--- src/rtl/stream_mux_2_1_pkg.sv ---
// rtl/stream_mux_2_1_pkg.sv - shared state encodings and defaults for the 2:1 stream mux
package stream_mux_2_1_pkg;

  localparam int DEFAULT_WIDTH = 8;

  typedef enum logic [1:0] {
    IDLE  = 2'd0,
    LOCK0 = 2'd1,
    LOCK1 = 2'd2
  } state_e;

  function automatic state_e lock_state(input logic idx);
    return idx ? LOCK1 : LOCK0;
  endfunction

endpackage

--- src/rtl/stream_mux_2_1_rr_arbiter_2.sv ---
// rtl/stream_mux_2_1_rr_arbiter_2.sv - two-requester round-robin grant with packet-end pointer update
module stream_mux_2_1_rr_arbiter_2 (
  input  logic clk,
  input  logic rst,
  input  logic req0,
  input  logic req1,
  input  logic pkt_done,
  input  logic done_idx,
  output logic grant_valid,
  output logic grant_idx
);

  logic rr;

  always_comb begin
    grant_valid = req0 | req1;
    grant_idx   = (req0 && req1) ? rr : req1;
  end

  // The source that just finished yields priority to the other one.
  always_ff @(posedge clk or posedge rst) begin
    if (rst) begin
      rr <= 1'b0;
    end else if (pkt_done) begin
      rr <= ~done_idx;
    end
  end

endmodule

--- src/rtl/stream_mux_2_1.sv ---
// rtl/stream_mux_2_1.sv - 2:1 packet stream mux, round-robin at packet boundaries, registered output
module stream_mux_2_1
  import stream_mux_2_1_pkg::*;
#(
  parameter int WIDTH = DEFAULT_WIDTH
) (
  input  logic             clk,
  input  logic             rst,
  input  logic [WIDTH-1:0] a0_data,
  input  logic             a0_valid,
  input  logic             a0_last,
  output logic             a0_ready,
  input  logic [WIDTH-1:0] a1_data,
  input  logic             a1_valid,
  input  logic             a1_last,
  output logic             a1_ready,
  output logic [WIDTH-1:0] y_data,
  output logic             y_valid,
  output logic             y_last,
  output logic             y_src,
  input  logic             y_ready
);

  state_e state;
  state_e state_nxt;
  logic   space;
  logic   xfer0;
  logic   xfer1;
  logic   pkt_done;
  logic   grant_valid;
  logic   grant_idx;

  assign space    = !y_valid || y_ready;
  assign xfer0    = a0_valid && a0_ready;
  assign xfer1    = a1_valid && a1_ready;
  assign pkt_done = (xfer0 && a0_last) || (xfer1 && a1_last);

  stream_mux_2_1_rr_arbiter_2 u_arb (
    .clk         (clk),
    .rst         (rst),
    .req0        (a0_valid),
    .req1        (a1_valid),
    .pkt_done    (pkt_done),
    .done_idx    (xfer1),
    .grant_valid (grant_valid),
    .grant_idx   (grant_idx)
  );

  always_ff @(posedge clk or posedge rst) begin
    if (rst) begin
      state <= IDLE;
    end else begin
      state <= state_nxt;
    end
  end

  // Gaps inside a packet keep the lock; only an accepted last beat releases it.
  always_comb begin
    state_nxt = state;
    case (state)
      IDLE: begin
        if (grant_valid) begin
          state_nxt = lock_state(grant_idx);
        end
      end
      LOCK0: begin
        if (xfer0 && a0_last) begin
          state_nxt = IDLE;
        end
      end
      LOCK1: begin
        if (xfer1 && a1_last) begin
          state_nxt = IDLE;
        end
      end
      default: state_nxt = IDLE;
    endcase
  end

  always_comb begin
    a0_ready = 1'b0;
    a1_ready = 1'b0;
    case (state)
      LOCK0:   a0_ready = space;
      LOCK1:   a1_ready = space;
      default: begin
        a0_ready = 1'b0;
        a1_ready = 1'b0;
      end
    endcase
  end

  // One-deep output register; data is held when the beat drains without a refill.
  always_ff @(posedge clk or posedge rst) begin
    if (rst) begin
      y_data  <= '0;
      y_valid <= 1'b0;
      y_last  <= 1'b0;
      y_src   <= 1'b0;
    end else if (xfer0 || xfer1) begin
      y_data  <= xfer1 ? a1_data : a0_data;
      y_last  <= xfer1 ? a1_last : a0_last;
      y_src   <= xfer1;
      y_valid <= 1'b1;
    end else if (y_ready) begin
      y_valid <= 1'b0;
    end
  end

endmodule
--- config.mk ---
export PLATFORM = sky130hd
export DESIGN_NAME = stream_mux_2_1
export DESIGN_NICKNAME = d
export VERILOG_FILES = /design/src/rtl/stream_mux_2_1_pkg.sv /design/src/rtl/stream_mux_2_1_rr_arbiter_2.sv /design/src/rtl/stream_mux_2_1.sv
export SDC_FILE = /design/constraint.sdc
export NUM_CORES = 1
export LEC_CHECK = 0
export ABC_CLOCK_PERIOD_IN_PS = 3400
export CAP_MARGIN = 5
export CORE_MARGIN = 2
export CORE_UTILIZATION = 44
export CTS_CLUSTER_DIAMETER = 80
export DETAILED_ROUTE_END_ITERATION = 8
export GPL_ROUTABILITY_DRIVEN = 0
export PLACE_DENSITY = 0.83
export SYNTH_ARGS = -nofsm -noshare
export SYNTH_HDL_FRONTEND = slang
export SYNTH_SLANG_ARGS = --single-unit
--- constraint.sdc ---
create_clock -name clk -period 3.4 [get_ports clk]
set_input_delay 0.34 -clock clk [delete_from_list [all_inputs] [get_ports clk]]
set_output_delay 0.34 -clock clk [all_outputs]
set_load 0.005 [all_outputs]
Word-level counts from Yosys, hierarchy flattened. Index checks and enable logic that the tools add are counted.

Muxes and demuxes: 12. Reductions and logical operators: 12. Bitwise operators: 2. Equal/unequal tests: 5.

Operator list (number): $mux W2 (4); $mux W8 (1); $mux W1 (6); $ne A2 B2 Y1 const B (3); $pmux W2 S3 (1); $logic_and A1 B1 Y1 (5); $logic_or A1 B1 Y1 (3); $reduce_and A3 Y1 (1); $eq A2 B1 Y1 const B (1); $eq A2 B2 Y1 const B (1); $logic_not A2 Y1 (1); $reduce_bool A2 Y1 (1); $logic_not A1 Y1 (1); $not A1 Y1 (1); $or A1 B1 Y1 (1).

Word-level logic and storage cells: 37. Bits in registers: 14. Input port bits: 23.

Depth between registers and ports, before layout. Gate-level depths: netlist of run 1.

Depth after elaboration: 7. Gate-level depth with buffers: 4. Depth with buffers taken out: 3.

Hierarchy. A second synthesis of run 1 with hierarchy kept.

Cells, all modules: 62. Area, all modules: 790.8 sq um.

By module, submodules not included: stream_mux_2_1 (times used 1, area an instance 735.7 sq um, cells each 55); stream_mux_2_1_rr_arbiter_2 (times used 1, area an instance 55.1 sq um, cells each 7).

Worst setup path after synthesis of run 1. Ideal clock, no wire load.

Kind: reg-to-output. From: register state[1]. To: output port a0_ready. Arrival time: 0.812 ns. Path slack: 2.248 ns. Stages on the path, launching flop included: 4. Required time: 3.060 ns. Path through: dfrtp_1 > nand2b_1 > clkbuf_8 > nor2_1.

Longest elaborated chain between the ends: 2.

RTL lines: start: declaration (line stream_mux_2_1.sv:24) `state_e state;`; start signal: assignment (line stream_mux_2_1.sv:53) `state <= state_nxt;`; $eq A2 B1 Y1 (line stream_mux_2_1.sv:83) `case (state)`; $mux W1 (line stream_mux_2_1.sv:83); end: declaration (line stream_mux_2_1.sv:12) `output logic a0_ready,`.

No other way between the ends.

Final worst setup path of run 1.
From: input port y_ready. To: output port a0_ready.

Longest elaborated chain between the ends: 2.

RTL lines: start: declaration (line stream_mux_2_1.sv:21) `input logic y_ready`; $logic_or A1 B1 Y1 (line stream_mux_2_1.sv:33) `assign space = !y_valid || y_ready;`; $mux W1 (line stream_mux_2_1.sv:83).

No other way between the ends.

==> flow_summary_export.csv, run 1 <==
group,metric,value,unit
floorplan,ios,36,
placement,place_ws,1.30,ns
timing,slew_violations,0,
layout,layout.area.seq,350,sq um
cts,cts.sinks,14,
yosys,netlist_top_cells_area,"dfrtp_1 (42%), nor4_1 (12%), a311oi_1 (11%), inv_1 (5.0%), nand3_4 (4.2%)",
timing,skew,0.00205,ns
cts,clk_latency,0.28,ns
timing,max_freq,473,MHz
yosys,synth_top_family_by_area,"simple AND/OR/NAND/NOR gates",
critical_path,crit_path_start_kind,"primary input",
floorplan,fp-row-count,15,
critical_path,ff2ff_setup_slack,2.05,ns
cts,ctsResizeCount,0,
yosys,synthArstFlopShare,100,%
detailed_routing,vias,773,
cts,root_buffer,"clkbuf_4",
timing,tns,0,ns
detailed_routing,drtIter0Drc,22,
cts,clk_pin_slew_worst_paths,0.09,ns
yosys,ys_ff_latch,14,
timing,relSlewSlack,63.6,%
flow_run,drv_cap,0,
critical_path,reg2regPathDepth,3,
critical_path,worstSetupPathType,"primary input to output pin",
timing,period_share,62.2,%
critical_path,worst_path_max_delay_cell,"clkdlybuf4s50_1",
critical_path,cp_slowest_stage_delay,0.46,ns
yosys,synthSimpleGateAreaFrac,30.1,%
cts,cts_max_path_buffers,2,
yosys,synth_cells,81,
yosys,synth_enable_flop_cells,0,
grt,top_usage_layer,"met2",
cts,cts_tree,"yes",
yosys,synth_compound_area_share,15.7,%
layout,syn_to_final_growth,44.4,%
detailed_routing,vias_per_cell,5.48,
critical_path,worst_ep_arrival_time,1.77,ns
detailed_routing,antenna_left,0,
critical_path,critical_path_buf_inv_count,2,
yosys,yosysUniqueCellTypes,23,
timing,worst_pin_slew,0.545,ns
detailed_routing,firstDrtPassIters,4,
yosys,avgSynthCellArea,10.2,sq um
detailed_routing,wl,2060,microns
floorplan,start_util,47.5,%
yosys,synth_xor_area_share,0,%
critical_path,cpMostUsedCell,"clkdlybuf4s50_1",
timing,setup_violations,0,
grt,grt_pass1_vias,717,
critical_path,worstPathRequired,3.06,ns
layout,multi_input_area,379,sq um
yosys,syn_nets,104,
yosys,yosysMostFrequentCell,"nor4_1",
grt,grt_use_met2,31.9,%
layout,diodes,0,
yosys,synth_top_area_share,42.3,%
detailed_routing,routedWlPerCell,14.6,microns
grt,grt_max_degree,23,
detailed_routing,drc_errors,0,
grt,grtUsageTotal,21.2,%
pwr,irDropWorstVdd,466,uV
grt,globalRouteOverflowTotal,0,
timing,worst_slack,1.29,ns
yosys,syn-cell-area,828,sq um
grt,use_met3,3.46,%
grt,met1_usage,29.7,%
layout,fin_nets,140,
grt,antenna_found_initial,0,
cts,holdBufCountCts,0,
cts,cts-htree-levels,1,
placement,dp_hpwl,1440,microns
critical_path,crit_family,"buffers and inverters",
critical_path,crit_cells,4,
yosys,yosysTopAreaCell,"dfrtp_1",
critical_path,crit_fanout,22,
grt,grt_pass1_wl,3260,microns
timing,rsz0062_at_grt,"no",
critical_path,worstSetupEndpointType,"output pin",
layout,drive_above_1_share,12.9,%
floorplan,die-area,2250,sq um
floorplan,core,1750,sq um
critical_path,r2r-start,"state[0]",
critical_path,cp-startpoint,"y_ready",
yosys,synth_mux_area_share,0,%
min_path,min_path_type,"primary input to async pin",
floorplan,die_w,47.4,microns
layout,nFillCells,141,
yosys,ys.flop_type,"dfrtp_1",
yosys,synth_warnings,0,
critical_path,path_cells,"clkdlybuf4s50_1, nor2b_4, nor2_1, clkdlybuf4s50_1",
yosys,synthAdderAreaFrac,0,%
placement,port_buffers,35,
yosys,ys_seq_area_share,42.3,%
timing,hold_viol,0,
cts,cts-buffers-inserted,3,
pwr,p_leak,0.000483,uW
cts,cts_setup_buffers,0,
floorplan,die_height,47.4,microns
status,outcome,"finished, final reports clean",
pwr,p_per_area,737,nW/um^2
timing,layout_min_cycle_time,2.11,ns
layout,final_util,68.5,%
yosys,synth_common_cells,"nor4_1 (16), dfrtp_1 (14), inv_1 (11)",
[cell families after synthesis]
kind of cell           count (synthesis)
DFF                                   14
buffers and inverters                 17
AOI/OAI and AO/OA                     15
and+or+nand+nor                       35
[registers in the layout, indices dropped and copies added, names as in the netlist]
signal	flops
y_data	8
state	2
u_arb.rr	1
y_last	1
y_src	1
y_valid	1
[power breakdown]
part	switching, uW	total, uW	internal, uW
clock	59.7	125	65.2
sequential	58.6	306	248
combinational	194	450	256
total	312	881	569
[routing by layer]
metal | wire length [microns] | share of wire, % | vias up
met5 | 0 | 0 | -
met4 | 10 | 0.48 | 0
met3 | 135 | 6.5 | 2
met2 | 936 | 45 | 35
met1 | 981 | 48 | 358
li1 | - | - | 378
[stage by stage]
stage | instances | instance area [sq um] | power, uW | hold WS [ns]
floorplan | 81 | 828 | 573 | 0.229
global placement | 137 | 1160 | 746 | 0.475
detailed placement | 137 | 1160 | 754 | 0.479
CTS | 141 | 1200 | 884 | 0.405
global route | 141 | 1200 | 945 | 0.463
finish | 141 | 1200 | 881 | 0.389
[layout make-up]
type / instances / area share (%)
well taps: 25 / 2.62
repair buffers: 35 / 29.3
multi-input cells: 50 / 31.7
inverters: 13 / 4.08
clock buffers: 4 / 3.03
flip-flops and latches: 14 / 29.3
[worst paths after layout]
path,endpoint
min in group clk,y_src
max,a0_ready
max in group asynchronous,state[0]
max reg2reg,y_last
min reg2reg,y_src
min,y_data[7]
[placed cells by master (no fill, tap or decap), types with 2 or more instances in the layout]
cell type,netlist,final
a21oi_1,2,2
a311oi_1,10,10
clkbuf_4,0,3
clkdlybuf4s50_1,0,35
dfrtp_1,14,14
inv_1,11,11
inv_2,2,2
nand2b_1,3,3
nand3_4,2,2
nand4_1,2,2
nor2_1,4,4
nor4_1,16,16
Note: power is estimated with default switching activity, not from simulation.
==> run 2: changes to the inputs <==
--- a/config.mk
+++ b/config.mk
@@ -5,14 +5,14 @@
 export SDC_FILE = /design/constraint.sdc
 export NUM_CORES = 1
 export LEC_CHECK = 0
-export ABC_CLOCK_PERIOD_IN_PS = 3400
+export ABC_CLOCK_PERIOD_IN_PS = 2200
 export CAP_MARGIN = 5
 export CORE_MARGIN = 2
-export CORE_UTILIZATION = 44
+export CORE_UTILIZATION = 41
 export CTS_CLUSTER_DIAMETER = 80
 export DETAILED_ROUTE_END_ITERATION = 8
 export GPL_ROUTABILITY_DRIVEN = 0
-export PLACE_DENSITY = 0.83
+export PLACE_DENSITY = 0.78
 export SYNTH_ARGS = -nofsm -noshare
 export SYNTH_HDL_FRONTEND = slang
 export SYNTH_SLANG_ARGS = --single-unit
==> constraint.sdc (replaced) <==
create_clock -name clk -period 2.2 [get_ports clk]
set_input_delay 0.22 -clock clk [delete_from_list [all_inputs] [get_ports clk]]
set_output_delay 0.22 -clock clk [all_outputs]
set_load 0.005 [all_outputs]
==> flow_summary_export.csv, run 2 (synthesized netlist as in run 1, its figures left out) <==
group,metric,value,unit
cts,cts-buffers-inserted,3,
critical_path,crit_path_start_kind,"register",
layout,largestRegisters,"y_data (8), state (2)",
cts,cts_setup_buffers,0,
critical_path,worstPathRequired,1.98,ns
detailed_routing,drc_errors,0,
layout,final_common_cell,"clkdlybuf4s50_1",
critical_path,worstSetupPathType,"register to output pin",
detailed_routing,routedWlPerCell,15.0,microns
critical_path,reg2reg_to,"y_last",
layout,syn_to_final_growth,47.4,%
cts,cts.sinks,14,
detailed_routing,drtIter0Drc,18,
flow_run,drv_cap,0,
grt,grt_max_degree,21,
placement,dp_hpwl,1670,microns
detailed_routing,vias,804,
grt,grtUsageTotal,20.3,%
floorplan,ios,36,
critical_path,r2r-start,"state[0]",
pwr,irDropWorstVdd,646,uV
timing,hold_viol,0,
timing,slew_violations,0,
layout,diodes,0,
grt,use_met3,3.68,%
cts,cts_tree,"yes",
layout,fin_nets,143,
timing,max_freq,565,MHz
layout,drive_above_1_share,15.1,%
grt,grt_pass1_wl,3770,microns
grt,met1_usage,25.0,%
timing,skew,0.00334,ns
grt,grt_use_met2,34.9,%
timing,worst_pin_slew,0.537,ns
critical_path,reg2regPathDepth,4,
cts,cts-htree-levels,1,
critical_path,worst_ep_arrival_time,1.55,ns
grt,antenna_found_initial,0,
timing,layout_min_cycle_time,1.77,ns
detailed_routing,firstDrtPassIters,4,
timing,setup_violations,0,
critical_path,crit_fanout,7,
floorplan,die-area,2400,sq um
floorplan,fp-row-count,16,
cts,cts_max_path_buffers,2,
grt,grt_pass1_vias,849,
timing,finalHoldWorstSlack,0.276,ns
critical_path,ff2ff_setup_slack,0.86,ns
timing,tns,0,ns
timing,relSlewSlack,64.2,%
status,outcome,"finished, final reports clean",
detailed_routing,vias_per_cell,5.51,
cts,ctsResizeCount,0,
floorplan,start_util,42.7,%
floorplan,die_height,48.9,microns
critical_path,worstSetupEndpointType,"output pin",
grt,top_usage_layer,"met2",
timing,rsz0062_at_grt,"no",
layout,final_util,62.9,%
grt,globalRouteOverflowTotal,0,
timing,period_share,80.4,%
detailed_routing,antenna_left,0,
cts,clk_latency,0.28,ns
pwr,p_per_area,1150,nW/um^2
layout,largest_reg_flops,8,
cts,root_buffer,"clkbuf_4",
min_path,min_path_type,"primary input to async pin",
floorplan,die_w,48.9,microns
floorplan,core,1940,sq um
pwr,totalPowerFinal,1400,uW
pwr,p_leak,0.000497,uW
layout,final_cell_mix,"clkdlybuf4s50_1 (35), nor4_1 (16), dfrtp_1 (14)",
cts,holdBufCountCts,0,
layout,top_register,"y_data",
detailed_routing,wl,2200,microns
placement,port_buffers,35,
critical_path,cp-startpoint,"state[0]",
cts,clk_pin_slew_worst_paths,0.09,ns
[run 2: area by class of cell]
| cell class | instances | area, sq um |
|---|---|---|
| timing repair buffer | 38 | 373 |
| fill | 171 | 721 |
| clock buffer | 4 | 36.3 |
| inverter | 13 | 48.8 |
| multi-input combinational | 50 | 379 |
| tap | 27 | 33.8 |
| sequential | 14 | 350 |
[run 2: worst max-delay path by stage]
stage | endpoint | slack (ns)
after detailed placement | a0_ready | 0.57
after global placement | a0_ready | 0.58
after CTS | a1_ready | 0.43
after global routing | a1_ready | 0.38
after floorplan | y_last | 1.08
final | a1_ready | 0.43
[run 2: routing by layer]
metal | wire length [microns] | share of wire, % | up-vias
met4 | 10 | 0.46 | 0
met1 | 930 | 42 | 396
met5 | 0 | 0 | -
met3 | 92 | 4.2 | 2
li1 | - | - | 383
met2 | 1160 | 53 | 23
[run 2: stage by stage]
step                instance area (sq um)  setup WS, ns  cells
detailed placement                   1180         0.569    142
global placement                     1180         0.576    142
floorplan                             828          1.08     81
CTS                                  1220         0.431    146
global route                         1220         0.378    146
finish                               1220         0.431    146
[run 2: where the power goes]
group          leakage (uW)  switching (uW)  internal, uW
sequential         0.000160            89.4           383
combinational      0.000317             320           423
clock             0.0000210            84.7           101
[run 2: worst max-delay path, stage by stage, from the launching register on]
cell             delay, ns
dfrtp_1               0.45
nand2b_1              0.21
nor2_1                0.12
clkdlybuf4s50_1       0.50
